$ cat config.mk
export PLATFORM = sky130hd
export DESIGN_NAME = sign_narrowing_unit
export DESIGN_NICKNAME = d
export VERILOG_FILES = /design/src/rtl/sign_narrowing_unit.sv
export SDC_FILE = /design/constraint.sdc
export NUM_CORES = 1
export LEC_CHECK = 0
export ABC_AREA = 0
export BUFFER_PORTS_ARGS = -buffer_cell sky130_fd_sc_hd__buf_2
export CAP_MARGIN = 20
export CORE_ASPECT_RATIO = 1.5
export CORE_UTILIZATION = 25
export CTS_CLUSTER_SIZE = 40
export DETAILED_ROUTE_END_ITERATION = 12
export PLACE_DENSITY_LB_ADDON = 0.25
export SYNTH_ARGS = -nofsm -noshare
export SYNTH_HDL_FRONTEND = slang
export SYNTH_SLANG_ARGS = --single-unit
$ cat constraint.sdc
create_clock -name clk -period 2.4 [get_ports clk]
set_clock_uncertainty 0.05 [all_clocks]
set_input_delay 0.48 -clock clk [delete_from_list [all_inputs] [get_ports clk]]
set_output_delay 0.48 -clock clk [all_outputs]
set_load 0.1 [all_outputs]
$ cat src/rtl/sign_narrowing_unit.sv
// Narrows signed IN_W-bit words to OUT_W bits, flags/counts overflow, buffers results in a small FIFO.
// Optional macro SIGN_NARROW_SATURATE_EN: overflowing words clamp to the signed OUT_W limits instead of truncating.
module sign_narrowing_unit #(
    parameter int IN_W  = 32,
    parameter int OUT_W = 16,
    parameter int DEPTH = 2,
    parameter int CNT_W = 8
) (
    input  logic             clk,
    input  logic             rst_n,
    input  logic             in_valid,
    output logic             in_ready,
    input  logic [IN_W-1:0]  in_data,
    output logic             out_valid,
    input  logic             out_ready,
    output logic [OUT_W-1:0] out_data,
    output logic             out_ovf,
    input  logic             clr_count,
    output logic [CNT_W-1:0] ovf_count
);
    localparam int AW = $clog2(DEPTH);

    logic [OUT_W-1:0]     mem_data [DEPTH];
    logic                 mem_ovf  [DEPTH];
    logic [AW-1:0]        wr_ptr;
    logic [AW-1:0]        rd_ptr;
    logic [AW-1:0]        rd_next;
    logic [AW:0]          occ;
    logic [AW:0]          occ_next;
    logic [IN_W-OUT_W:0]  upper;
    logic                 push;
    logic                 pop;
    logic                 fit;
    logic                 ovf;
    logic [OUT_W-1:0]     narrowed;

    assign upper     = in_data[IN_W-1:OUT_W-1];
    assign fit       = (&upper) | ~(|upper);
    assign ovf       = ~fit;
    assign in_ready  = ~occ[AW];
    assign out_valid = |occ;
    assign push      = in_valid & in_ready;
    assign pop       = out_valid & out_ready;

`ifdef SIGN_NARROW_SATURATE_EN
    assign narrowed = ovf ? {in_data[IN_W-1], {(OUT_W-1){~in_data[IN_W-1]}}}
                          : in_data[OUT_W-1:0];
`else
    assign narrowed = in_data[OUT_W-1:0];
`endif

    always_comb begin
        rd_next  = rd_ptr;
        occ_next = occ;
        if (pop) begin
            rd_next = rd_ptr + 1'b1;
        end
        case ({push, pop})
            2'b10:   occ_next = occ + 1'b1;
            2'b01:   occ_next = occ - 1'b1;
            default: occ_next = occ;
        endcase
    end

    always_ff @(posedge clk) begin
        if (push) begin
            mem_data[wr_ptr] <= narrowed;
            mem_ovf[wr_ptr]  <= ovf;
        end
    end

    always_ff @(posedge clk or negedge rst_n) begin
        if (!rst_n) begin
            wr_ptr <= '0;
            rd_ptr <= '0;
            occ    <= '0;
        end else begin
            occ    <= occ_next;
            rd_ptr <= rd_next;
            if (push) begin
                wr_ptr <= wr_ptr + 1'b1;
            end
        end
    end

    // Head register: holds its last value when empty; a push into an
    // otherwise-empty FIFO bypasses storage so it appears next edge.
    always_ff @(posedge clk or negedge rst_n) begin
        if (!rst_n) begin
            out_data <= '0;
            out_ovf  <= 1'b0;
        end else if (occ_next != '0) begin
            if (push && (rd_next == wr_ptr)) begin
                out_data <= narrowed;
                out_ovf  <= ovf;
            end else begin
                out_data <= mem_data[rd_next];
                out_ovf  <= mem_ovf[rd_next];
            end
        end
    end

    always_ff @(posedge clk or negedge rst_n) begin
        if (!rst_n) begin
            ovf_count <= '0;
        end else if (clr_count) begin
            ovf_count <= '0;
        end else if (push && ovf && !(&ovf_count)) begin
            ovf_count <= ovf_count + 1'b1;
        end
    end
endmodule

==> impl_metrics.toml <==
[status]
status = "complete, no violations"

[sta]
tns_ns = 0
period_minus_slack_ns = 2.16
fin_ws_ns = 0.238
final_hold_viol_count = 0
maxSlewViolCount = 0
rsz0062_at_grt = "no"
worst_slew_pin_slew_ns = 0.784
fmax_mhz = 463
setup_viol = 0
fin_crit_sh_pct = 90.1
slew_headroom_pct = 47.7

[hold_path]
hold_path_class = "in -> async"

[synthesis]
synth_top_family_by_area = "simple AND/OR/NAND/NOR gates"
synth_cell_types = 32
ys_seq_area_share_pct = 64.2
synth_area_leaders = "edfxtp_1 38%, dfrtp_1 27%, o21ai_1 7.2%"
synth-simple-area-share_pct = 13.4
synth_top_area_share_pct = 37.5
synth-main-ff-cell = "edfxtp_1"
synth_edf_count = 34
yosys_register_bits = 63
synth_fa_ha_area_share_pct = 0.920
synth_area_per_cell_um2 = 12.0
synth_mux_area_share_pct = 7.13
postSynthCellCount = 227
synth_area_um2 = 2720
synth_compound_area_share_pct = 9.15
synthesis.nets = 266
synth_area_leader_cell = "edfxtp_1"
yosysWarnings = 0
synth_xor_area_share_pct = 2.62
ys_async_sr_fraction_pct = 46.0

[setup_path]
critPathKind = "reg -> reg"
critPathLaunchType = "flop"
cp.required_ns = 2.60
r2r-start = "ovf_count[0]"
cp-end-kind = "flop"
cp_max_fo = 12
crit_arrival_ns = 2.36
crit_start = "ovf_count[0]"

[clock_network]
cts_resized = 0
cts_post_setup_buffers_inserted = 0
cts-hold-fix-buffers = 0
clkTransAtPathRegs_ns = 0.05
clkLatencyLatePin_ns = 0.32
clockBufferDepth = 2
cts_htree_levels = 3
cts-root-buf = "clkbuf_16"
cts_tree = "built"
cts_buffers = 9
clock_sinks = 63

[cells_and_area]
fin_area_um2 = 3490
drive_gt1_share_pct = 28.6
mostFrequentLayoutCells = "63 x buf_2, 38 x o21ai_1, 37 x nand2_1"
syn2layout_area_growth_pct = 28.4
antenna_cells = 0
fin_nets = 336
final_common_cell = "buf_2"

[floorplan]
core_area_um2 = 10600
top_level_ports = 64
dieArea_um2 = 11300
die_h_um = 130
start_util_pct = 25.7
rows = 46
die_w_um = 87.2

[global_route]
grt_pass1_vias = 1955
antenna_found_initial = 0
grt.total_usage_pct = 11.4
grt_pass1_wl_mm = 9.47
grt_max_degree = 35
grt-ovfl-total = 0

[detailed_routing]
wl_met1_mm = 2.39
vias = 1972
post_drt_wl_per_cell_um = 13.2
routed-wl-met2_mm = 3.03
drcViolationCount = 0
top_layer_used = "met4"
route.met3.wl_um = 298
ant_nets = 0
dr.pass1.iters = 4
wl_mm = 5.88
vias_per_cell = 4.43
drt_iter0_drc = 92

[run]
cap_violations = 0

[placement]
place_ws_ns = 0.146
port_buffers = 63
dp_hpwl_mm = 3.98
gp_congestion = 0.731
place_area_um2 = 3240
## through the flow
| step | utilization [%] | cells | hold slack [ns] |
|---|---|---|---|
| detailed placement | 30.6 | 430 | 0.420 |
| global placement | 30.6 | 430 | 0.417 |
| CTS | 33.0 | 445 | 0.202 |
| global route | 33.0 | 445 | 0.242 |
| floorplan | - | 227 | 0.134 |
| finish | 33.0 | 445 | 0.187 |
## cell families (layout without fill, tap and decap cells)
kind of cell / count (synthesis) / after routing
simple gates: 77 / 77
flops: 63 / 63
compound gates: 47 / 47
mux: 19 / 19
buf+inv: 13 / 87
xor+xnor: 6 / 6
fa+ha+maj: 2 / 2
## registers in the layout, indices dropped and copies added (netlist names)
| name | cells |
|---|---|
| wr_ptr | 1 |
| mem_data | 32 |
| out_data | 16 |
| occ | 2 |
| rd_ptr | 1 |
| mem_ovf | 2 |
| ovf_count | 8 |
| out_ovf | 1 |
## cells in the mapped netlist, types with 2 or more instances
cell type,count
or3_1,4
nand4_1,7
buf_6,2
nand2_1,37
inv_1,4
nor4_1,4
nor2_1,10
dfrtp_1,29
edfxtp_1,34
o21ai_1,39
mux2i_1,18
buf_2,2
ha_1,2
xnor2_1,3
or4_1,2
xor2_1,2
nand3_1,5
a21oi_1,6
clkbuf_1,3
nor2b_1,2
## per-layer routing
| metal | track usage [%] | up-vias |
|---|---|---|
| met5 | 0 | - |
| met4 | 7.23 | 0 |
| met3 | 3.10 | 11 |
| met2 | 20.1 | 51 |
| met1 | 12.0 | 952 |
| li1 | - | 958 |
## final timing paths
kind	end	slack (ns)	cells past startpoint
setup / recovery	ovf_count[7]	0.24	7
setup reg to reg	ovf_count[7]	0.24	7
max in group asynchronous	out_data[13]	1.62	1
min in group clk	mem_data[1][7]	0.31	1
hold reg to reg	out_data[12]	0.42	2
hold / removal	out_data[0]	0.19	1
## final cells by class
type	count	area [um2]
multi-input cells	151	920
fillers	1104	7100
flip-flops and latches	63	1750
clock inverters	2	8.76
repair buffers	68	378
inverters	4	18.8
well taps	144	180
clock buffers	13	240
## worst max-delay path, cell delays in order, from the launching register on
cell,delay (ns)
dfrtp_1,0.42
ha_1,0.27
nand3_1,0.09
nor2_1,0.04
nor2_1,0.15
nand3_1,0.35
or4_1,0.57
a21oi_1,0.15
Power is not shown: default switching activity piles up to over one toggle a cycle in this logic, so the estimate is an artifact.
